File: src/rtl/stopwatch_control.sv
// stopwatch_control: key debounce and start/stop/lap/clear control for the
// three-digit BCD stopwatch. Drives count enable, counter clear and display
// freeze for the counter chain.
//
// Build option: define STOPWATCH_AUTOSTOP_EN to make the counter chain's max
// flag stop the stopwatch in DONE. Without it, max is ignored, DONE is never
// entered and the counter rolls over while running.
module stopwatch_control #(
  parameter int DEBOUNCE_CYCLES = 1000000
) (
  input  logic       CLOCK_50,
  input  logic       aclr,
  input  logic       key_start_n,
  input  logic       key_lap_n,
  input  logic       max,
  output logic       enable,
  output logic       clr_n,
  output logic       lap_hold,
  output logic [2:0] state
);

  localparam int CW = (DEBOUNCE_CYCLES > 1) ? $clog2(DEBOUNCE_CYCLES + 1) : 1;
  localparam logic [CW-1:0] CNT_LAST = CW'(DEBOUNCE_CYCLES - 1);

  typedef enum logic [2:0] {
    IDLE  = 3'd0,
    RUN   = 3'd1,
    LAP   = 3'd2,
    PAUSE = 3'd3,
    DONE  = 3'd4
  } state_e;

  // Bit 0 is the start/stop key, bit 1 is the lap/clear key.
  logic [1:0]    keys;
  logic [1:0]    sync1_q, sync2_q;
  logic [1:0]    stable_q, stablePrev_q;
  logic [1:0]    press_q;
  logic [CW-1:0] cnt_q [2];

  logic   startPress, lapPress, maxHit;
  state_e state_q, state_d;
  logic   clear_d;
  logic   enable_q, lapHold_q, clrN_q;

  assign keys       = {key_lap_n, key_start_n};
  assign startPress = press_q[0];
  assign lapPress   = press_q[1];

`ifdef STOPWATCH_AUTOSTOP_EN
  assign maxHit = max;
`else
  logic unusedMax;
  assign unusedMax = max;
  assign maxHit    = 1'b0;
`endif

  // Bring the asynchronous keys into the clock domain; idle level is high.
  always_ff @(posedge CLOCK_50 or negedge aclr) begin
    if (!aclr) begin
      sync1_q <= 2'b11;
      sync2_q <= 2'b11;
    end else begin
      sync1_q <= keys;
      sync2_q <= sync1_q;
    end
  end

  // Accept a new key level only after it has differed from the stable level for DEBOUNCE_CYCLES cycles in a row.
  always_ff @(posedge CLOCK_50 or negedge aclr) begin
    if (!aclr) begin
      stable_q <= 2'b11;
      for (int i = 0; i < 2; i++) cnt_q[i] <= '0;
    end else begin
      for (int i = 0; i < 2; i++) begin
        if (sync2_q[i] == stable_q[i]) begin
          cnt_q[i] <= '0;
        end else if (cnt_q[i] == CNT_LAST) begin
          stable_q[i] <= sync2_q[i];
          cnt_q[i]    <= '0;
        end else begin
          cnt_q[i] <= cnt_q[i] + CW'(1);
        end
      end
    end
  end

  // One-cycle press pulse on each debounced high-to-low transition; releases are ignored.
  always_ff @(posedge CLOCK_50 or negedge aclr) begin
    if (!aclr) begin
      stablePrev_q <= 2'b11;
      press_q      <= 2'b00;
    end else begin
      stablePrev_q <= stable_q;
      press_q      <= stablePrev_q & ~stable_q;
    end
  end

  // Next-state decode: max beats any press while counting, and start beats lap.
  always_comb begin
    state_d = state_q;
    clear_d = 1'b0;
    case (state_q)
      IDLE: begin
        if (startPress) state_d = RUN;
      end
      RUN: begin
        if (maxHit)          state_d = DONE;
        else if (startPress) state_d = PAUSE;
        else if (lapPress)   state_d = LAP;
      end
      LAP: begin
        if (maxHit)          state_d = DONE;
        else if (startPress) state_d = PAUSE;
        else if (lapPress)   state_d = RUN;
      end
      PAUSE: begin
        if (startPress) begin
          state_d = RUN;
        end else if (lapPress) begin
          state_d = IDLE;
          clear_d = 1'b1;
        end
      end
      DONE: begin
        if (lapPress) begin
          state_d = IDLE;
          clear_d = 1'b1;
        end
      end
      default: state_d = IDLE;
    endcase
  end

  // State register with outputs decoded from the next state so they all change on the same edge.
  always_ff @(posedge CLOCK_50 or negedge aclr) begin
    if (!aclr) begin
      state_q   <= IDLE;
      enable_q  <= 1'b0;
      lapHold_q <= 1'b0;
      clrN_q    <= 1'b1;
    end else begin
      state_q   <= state_d;
      enable_q  <= (state_d == RUN) || (state_d == LAP);
      lapHold_q <= (state_d == LAP);
      clrN_q    <= ~clear_d;
    end
  end

  assign enable   = enable_q;
  assign lap_hold = lapHold_q;
  assign clr_n    = clrN_q;
  assign state    = state_q;

endmodule

File: config.mk
export PLATFORM = sky130hd
export DESIGN_NAME = stopwatch_control
export DESIGN_NICKNAME = d
export VERILOG_FILES = /design/src/rtl/stopwatch_control.sv
export SDC_FILE = /design/constraint.sdc
export NUM_CORES = 1
export LEC_CHECK = 0
export BUFFER_PORTS_ARGS = -buffer_cell sky130_fd_sc_hd__buf_4
export CORE_ASPECT_RATIO = 1.4
export CORE_MARGIN = 2
export CORE_UTILIZATION = 45
export CTS_BUF_LIST = sky130_fd_sc_hd__clkbuf_16
export DETAILED_ROUTE_END_ITERATION = 12
export PLACE_DENSITY = 0.58
export SYNTH_ARGS = -nofsm -noshare
export SYNTH_HDL_FRONTEND = slang
export SYNTH_SLANG_ARGS = --single-unit
File: constraint.sdc
create_clock -name CLOCK_50 -period 5.3 [get_ports CLOCK_50]
set_clock_uncertainty 0.05 [all_clocks]
set_input_delay 0.53 -clock CLOCK_50 [delete_from_list [all_inputs] [get_ports CLOCK_50]]
set_output_delay 0.53 -clock CLOCK_50 [all_outputs]
set_load 0.1 [all_outputs]
# After elaboration in Yosys (flattened, before gate mapping)
# Index checks and enable logic that the tools add are counted.
# classes
n_mux	15
n_reduce_logical	4
addsub	2
bitwise	5
n_eq_ne	10
# op_table
operator	count
$mux W20	4
$add A20 B1 Y20 const B	2
$eq A20 B20 Y1 const B	2
$mux W3	7
$pmux W3 S5	1
$eq A3 B2 Y1 const B	3
$eq A3 B1 Y1 const B	2
$reduce_and A2 Y1	2
$eq A3 B3 Y1 const B	1
$logic_not A3 Y1	1
$not A1 Y1	3
$and A2 B2 Y2	1
$eq A1 B1 Y1	2
$mux W1	2
$not A2 Y2	1
$pmux W1 S2	1
$logic_or A1 B1 Y1	1
# totals
output_inout_bits	6
elab_cells	48
regBits	56
in_bits	5

# Longest topological paths before layout
# Gate-level depths: netlist of the first run.
# logic_depth
ltp_word	5
depth_mapped	6
mapped_depth_nobuf	5

# Worst setup path after synthesis of the first run
# OpenSTA, ideal clock, no wires.
# synth_timing
kind	register to register
start	register cnt_q[12] in the netlist's numbering
end	register stable_q[1]
slack_ps	3236
setup_ps	85
t_arrival_ps	1930
required_ps	5165
synth_period_minus_slack_ps	2064
path_stages_with_launch	5
n_path_buf	0
path_cell_list	dfrtp_1 -> or4_1 -> or4_4 -> nor2_1 -> mux2_1
# synth_via
elab_chain_cells	2
# synth_lines
element	line	text
from (decl)	38	logic [CW-1:0] cnt_q [2];
from (signal, indexed assignment)	81	cnt_q[i] <= cnt_q[i] + CW'(1);
$eq A20 B20 Y1	77	end else if (cnt_q[i] == CNT_LAST) begin
$reduce_and A2 Y1 (no source line)	--	
to (signal, indexed assignment)	78	stable_q[i] <= sync2_q[i];
to (decl)	36	logic [1:0] stable_q, stablePrev_q;
# No other way between the ends.
# A chain may end at the register's enable or synchronous reset.

# Final worst setup path of the first run
# layout_timing
start	register cnt_q[2] in the netlist's numbering
end	register cnt_q[10] in the netlist's numbering
# layout_via
elab_chain_cells	3
word_cells_on_any_way	4
cone_classes	add/sub (1); eq/ne (1); mux (2)
# layout_lines
element	line	text
$add A20 B1 Y20 or $eq A20 B20 Y1 (tied branches)	81, 77	
$mux W20 *	77	
$mux W20 *	75	if (sync2_q[i] == stable_q[i]) begin
# Every way passes the cells marked *; elsewhere a longest branch is shown, timed or not.

==> impl_results.md, run 1 <==
- Largest family of logic cells by synthesized area: simple AND/OR/NAND/NOR gates
- Final setup fails: 0
- Synthesized area: 2620 um2
- Clock power share: 41.8%
- Share of post-route cells with drive strength above 1: 12.2%
- Clock tree root buffer cell: clkbuf_16
- Power Density: 273 nW/um2
- Setup_tns: 0 ns
- Top cell type's share of synthesized area: 44.9%
- Largest stage delay, worst path: 0.67 ns
- DRC Markers: 0
- Max-slew headroom: 53.4%
- Post-Synthesis Cells: 259
- Area growth syn-to-layout: 10.7%
- CTS Sinks: 56
- Nets: 276
- CP max FO: 18
- Row Count: 32
- Overall Global Routing Usage: 16.7%
- Setup bufs post-CTS: 0
- RSZ-0062 raised after global routing: false
- Syn_area_per_cell: 10.1 um2
- Synth Area in Adders: 0.955%
- Post-synth top area cell: dfrtp_1
- N_diodes: 0
- Cts repair resizes: 0
- Final min period: 2.21 ns
- Seq pwr share: 55.3%
- Final Cycle Share: 41.7%
- Port bufs: 9
- Max-cap check violation count: 0
- Post-route ant nets: 0
- Yosys reg bits: 56
- CP arrival: 2.32 ns
- Full die area: 6460 um2
- Predominant post-synthesis flop cell: dfrtp_1
- IO Count: 11
- Vias per cell: 5.42
- Xor/xnor share of the synthesized area: 10.0%
- Vias in the first global route: 1853
- Startpoint types: flop
- CTS tree: yes
- Least-Margin Pin Slew: 0.699 ns
- GRT Residual Overflow: 0
- Synth Area in Compound Gates: 4.77%
- Multi-input gate area: 1160 um2
- Initial antenna violation count: 0
- CTS hold repair buffers: 0
- FF-to-FF setup slack: 3.09 ns
- Post-synthesis cell type count: 37
- FILL cells: 510
- R2R Path End: cnt_q[10]
- Core box area: 5570 um2
- Reg2Reg Depth: 4
- Outcome: complete, no violations
- Placement Cell Area: 2760 um2
- Starting Density: 47.1%
- HP Class: primary input to asynchronous set/reset pin
- VDD IR max: 0.000170 V
- FMAX: 453 MHz
- Slowest cell on crit path: or4_4
- Register area share after synthesis: 53.9%
- Final Max Tran Viols: 0
- Seq. cell area: 1410 um2
- Comb power frac: 2.9%
- Largest cells by area after synthesis: dfrtp_1, dfstp_2, xnor2_1, nor2_1, nand3_1
- Fraction of registers with async set/reset: 100%
- Worst r2r src: cnt_q[2]
- DR pass1 iterations: 4
- Post-Syn Nets: 266
- Routed length per instance: 14.0 um
- CTS H-tree depth: 2
- CTS clk-pin slew, worst paths: 0.08 ns
- Warnings from Yosys: 0
- DP HPWL: 3.21 mm
- Skew-Pair Late Insertion Delay: 0.29 ns
- Final wirelength: 4.74 mm
- First-pass GRT wire length: 8.19 mm
- Die width: 68.5 um
- Pin count of the biggest net entering global routing: 57
- Final instance area: 2900 um2
- Clock tree buffer depth: 2
- Multiplexer area fraction after synthesis: 1.62%
- Cts bufs inserted: 5
- Final hold viol count: 0
- CP Class: flop to flop
- Switching Fraction: 22.2%
- Final GP Congestion: 0.766
- Chip height: 94.3 um
- DRT iter0 DRCs: 105
- Critical Path RT: 5.41 ns
- Internal: 0.617 mW
- Vias: 1833
- Switch Pwr: 0.176 mW
- Cell Chain, Critical Path: nand3_1, or4_4, o21ai_4, nor2_1
- Post-synth EDFFs: 0
- Leakage power: 1.15 nW
- Critical Path Sink Type: flop
- Simple-Gate Fraction of Synth Area: 26.6%
-- area by class of cell --
type                       count  area share (%)
sequential                    56            48.7
multi-input combinational    190            40.0
clock buffer                   5            4.31
tap                           68            2.93
timing repair buffer          10            2.59
clock inverter                 3           0.776
inverter                       6           0.776
-- stage by stage --
step                instances  power [mW]  hold slack (ns)  setup slack [ns]  util, %
floorplan                 259       0.457            0.184              3.24        -
global placement          330       0.471            0.296              3.06     49.5
detailed placement        330       0.471            0.299              3.06     49.5
CTS                       338       0.806            0.261              3.03     52.2
global route              338       0.823            0.287              2.92     52.2
finish                    338       0.793            0.222              3.09     52.2
-- cell usage after synthesis (5+ instances only) --
library cell and n:
a21oi_1 10, clkbuf_1 5, dfrtp_1 47, dfstp_2 9, inv_1 6, nand2_1 14, nand3_1 17, nand4_1 11
nor2_1 39, nor3_1 11, nor4_1 11, o21ai_0 10, xnor2_1 21, xor2_1 9
-- power by group through the flow --
stage | Sequential (mW) | Clock (mW) | Combinational (mW)
after CTS | 0.439 | 0.343 | 0.0243
after floorplan | 0.446 | 0 | 0.0116
final | 0.439 | 0.331 | 0.0230
after global routing | 0.439 | 0.356 | 0.0273
after global placement | 0.447 | 0 | 0.0241
after detailed placement | 0.447 | 0 | 0.0242
-- state kept, by name, indices dropped and copies added, names as in the netlist --
| signal | flops |
|---|---|
| cnt_q | 40 |
| state | 3 |
| press_q | 2 |
| stablePrev_q | 2 |
| stable_q | 2 |
| sync1_q | 2 |
| sync2_q | 2 |
| clr_n | 1 |
| enable | 1 |
| lap_hold | 1 |
-- worst max path at each step --
stage | start | endpoint
floorplan | cnt_q[12] | stable_q[1]
global placement | cnt_q[2] | cnt_q[8]
detailed placement | cnt_q[2] | cnt_q[3]
CTS | cnt_q[2] | cnt_q[10]
global route | cnt_q[2] | cnt_q[4]
finish | cnt_q[2] | cnt_q[10]
-- per-layer routing --
| metal | vias up | GRT usage [%] | part of all wire, % |
|---|---|---|---|
| li1 | 931 | - | - |
| met1 | 883 | 18.7 | 43 |
| met2 | 12 | 30.7 | 54 |
| met4 | 0 | 6.00 | 1.7 |
| met3 | 7 | 2.88 | 1.6 |
| met5 | - | 0 | 0 |
-- critical path, delay by kind of cell, from the launching register on --
kind / cells / cell delay (ns)
compound gates: 1 / 0.44
flops: 1 / 0.44
simple gates: 3 / 1.15
-- kinds of logic (layout without fill, tap and decap cells) --
family | Yosys count | count (layout)
xor gates and xnor gates | 30 | 30
adders and majority gates | 2 | 2
buffers and inverters | 13 | 24
AOI/OAI and AO/OA | 22 | 22
muxes | 4 | 4
and+or+nand+nor | 132 | 132
DFF | 56 | 56
-- layout by cell type (no fill, tap or decap), types with 2 or more instances in the layout --
master	netlist	final
a21oi_1	10	10
and3_1	4	4
and4_1	3	3
buf_4	0	10
clkbuf_16	0	5
dfrtp_1	47	47
dfstp_2	9	9
ha_1	2	2
inv_1	6	6
mux2i_1	2	2
nand2_1	14	14
nand3_1	17	17
nand3b_1	2	2
nand4_1	11	11
nand4b_1	2	2
nor2_1	39	39
nor2b_1	4	4
nor3_1	11	11
nor4_1	11	11
o21ai_0	10	10
or3_1	4	4
or4_1	2	2
xnor2_1	21	21
xor2_1	9	9
No activity file was read; power rests on OpenSTA's default activity.
==> run 2: changes to the inputs <==
Settings changed: ABC_AREA from default to 1, PLACE_DENSITY 0.58 to 0.6.
Clock period 5.3 ns to 1.83 ns, I/O delays scaled along.
==> impl_results.md, run 2 <==
- Outcome: complete, no violations
- Final hold viol count: 0
- First-pass GRT wire length: 9.33 mm
- Fraction of registers with async set/reset: 100%
- Worst r2r src: cnt_q[20]
- Post-Place Setup Slack: 0.224 ns
- Area growth syn-to-layout: 11.4%
- Final Cycle Share: 86.5%
- Share of post-route cells with drive strength above 1: 17.5%
- CP arrival: 1.72 ns
- Multi-input gate area: 1310 um2
- Overall Global Routing Usage: 16.6%
- CTS clk-pin slew, worst paths: 0.07 ns
- Post-Synthesis Cells: 341
- Chip height: 98.7 um
- Critical Path Sink Type: flop
- Largest register FFs: 40
- Simple-Gate Fraction of Synth Area: 35.6%
- Seq pwr share: 55.7%
- Skew-Pair Late Insertion Delay: 0.29 ns
- Synth Area in Compound Gates: 2.47%
- Fin cells: 433
- DR pass1 iterations: 4
- Vias: 2072
- DRC Markers: 0
- Cell Chain, Critical Path: ha_1, nand2_2, nor3_4, nand3_2, nand2_4, inv_4, nand2_1, nor2_2
- Met2 WL: 2.68 mm
- Placement Cell Area: 3040 um2
- Cts repair resizes: 0
- FILL cells: 615
- Core box area: 6210 um2
- Yosys reg bits: 56
- Port bufs: 9
- Startpoint types: flop
- Commonest non-fill, non-tap cell in the layout: nor2_1
- Setup bufs post-CTS: 0
- Max-cap check violation count: 0
- Warnings from Yosys: 0
- Starting Density: 46.4%
- Post-synth top area cell: dfrtp_1
- Final Worst Setup Slack: 0.247 ns
- RSZ-0062 raised after global routing: false
- Final wirelength: 4.95 mm
- Leakage power: 1.42 nW
- Total chip power: 2.28 mW
- Comb power frac: 3.5%
- Largest family of logic cells by synthesized area: simple AND/OR/NAND/NOR gates
- VDD IR max: 0.000381 V
- CTS tree: yes
- Power Density: 709 nW/um2
- Pin count of the biggest net entering global routing: 57
- FF-to-FF setup slack: 0.25 ns
- Synth top cells by count: nor2_1, nand2_1, dfrtp_1
- HP Class: flop to flop
- Least-Margin Pin Slew: 0.685 ns
- CP max FO: 8
- Cell count after placement: 422
- Max-slew headroom: 54.3%
- Met3 WL: 85 um
- Switching Fraction: 21.8%
- Clock tree root buffer cell: clkbuf_16
- Routed length per instance: 11.4 um
- Clock power share: 40.8%
- Cell with the most instances after synthesis: nor2_1
- Predominant post-synthesis flop cell: dfrtp_1
- Full die area: 7070 um2
- GRT Residual Overflow: 0
- Register area share after synthesis: 49.0%
- Xor/xnor share of the synthesized area: 6.38%
- Multiplexer area fraction after synthesis: 0%
- FMAX: 632 MHz
- Vias per cell: 4.79
- Clock tree buffer depth: 2
- Crit. Startpoint: cnt_q[20]
- Top routing layer in use: met4
- Hold path start: sync1_q[0]
- CTS Sinks: 56
- Row Count: 34
- Nets: 367
- DP HPWL: 3.64 mm
- Syn_area_per_cell: 8.45 um2
- Final Max Tran Viols: 0
- Seq. cell area: 1410 um2
- Final GP Congestion: 0.819
- Switch Pwr: 0.496 mW
- N_diodes: 0
- Post-synth EDFFs: 0
- Internal: 1.78 mW
- M1 WL: 2.10 mm
- Final setup fails: 0
- Vias in the first global route: 2149
- Largest stage delay, worst path: 0.39 ns
- Die width: 71.6 um
- Synth Area in Adders: 0.868%
- Critical Path RT: 1.97 ns
- Final min period: 1.58 ns
- Cts bufs inserted: 5
- IO Count: 11
- WP buf/inv: 1
- Final instance area: 3210 um2
- Cell family with most CP delay: simple AND/OR/NAND/NOR gates
- Commonest non-fill, non-tap cells in the layout: nor2_1, nand2_1, dfrtp_1, inv_1, nand3_1
- CP Class: flop to flop
- Synthesized area: 2880 um2
- Post-route ant nets: 0
- Top cell type's share of synthesized area: 40.8%
- DRT iter0 DRCs: 82
- CTS H-tree depth: 2
- Post-Syn Nets: 348
- Setup_tns: 0 ns
- Largest reg by FF count: cnt_q
- Slowest cell on crit path: dfrtp_1
- Initial antenna violation count: 0
- Post-synthesis cell type count: 26
- Largest cells by area after synthesis: dfrtp_1, nor2_1, dfstp_2, nand2_1, xor2_1
==> run 2: worst reg2reg max path: cells and delay by family, from the launching register on <==
kind,cells,cell delay (ns)
fa+ha+maj,1,0.22
simple gates,6,0.75
flops,1,0.39
buf+inv,1,0.07
==> run 2: cells by family after synthesis <==
| family | count (synthesis) |
|---|---|
| buffers and inverters | 42 |
| and+or+nand+nor | 206 |
| DFF | 56 |
| AOI/OAI and AO/OA | 14 |
| xor gates and xnor gates | 21 |
| adders and majority gates | 2 |
==> run 2: layout make-up <==
type                       instances  share of cell area, %
timing repair buffer              12                   3.04
sequential                        56                   44.0
multi-input combinational        243                   40.7
inverter                          42                   5.06
tap                               72                   2.80
clock buffer                       5                   3.90
clock inverter                     3                  0.506
==> run 2: repair_timing <==
item / in CTS / in global routing
hold buffers: 3 / 0
setup endpoints to repair: 0 / 0
endpoints found under the hold margin: 49 / 0
==> run 2: power by group through the flow <==
stage | Sequential (mW) | Clock (mW) | Combinational (mW)
floorplan | 1.29 | 0 | 0.0389
global placement | 1.29 | 0 | 0.0770
detailed placement | 1.29 | 0 | 0.0783
CTS | 1.27 | 0.970 | 0.0830
global route | 1.27 | 1.02 | 0.0949
finish | 1.27 | 0.929 | 0.0789
==> run 2: path summary, 6_finish.rpt <==
kind	endpoint	depth (start not counted)
min in group asynchronous	enable	2
max in group asynchronous	cnt_q[21]	2
worst max register to register	cnt_q[39]	8
worst max-delay path	cnt_q[39]	8
worst min register to register	sync2_q[0]	0
worst min-delay path	sync2_q[0]	0
==> run 2: through the flow <==
step	hold slack [ns]	util [%]
after floorplan	-0.163	-
after global placement	0.232	49.0
after detailed placement	0.239	49.0
after CTS	0.307	51.7
after global routing	0.312	51.7
final	0.306	51.7
==> run 2: metal layers <==
| layer | GRT usage [%] | vias up |
|---|---|---|
| met5 | 0 | - |
| met4 | 6.68 | 0 |
| met3 | 2.76 | 5 |
| met2 | 29.3 | 11 |
| met1 | 19.8 | 958 |
| li1 | - | 1098 |
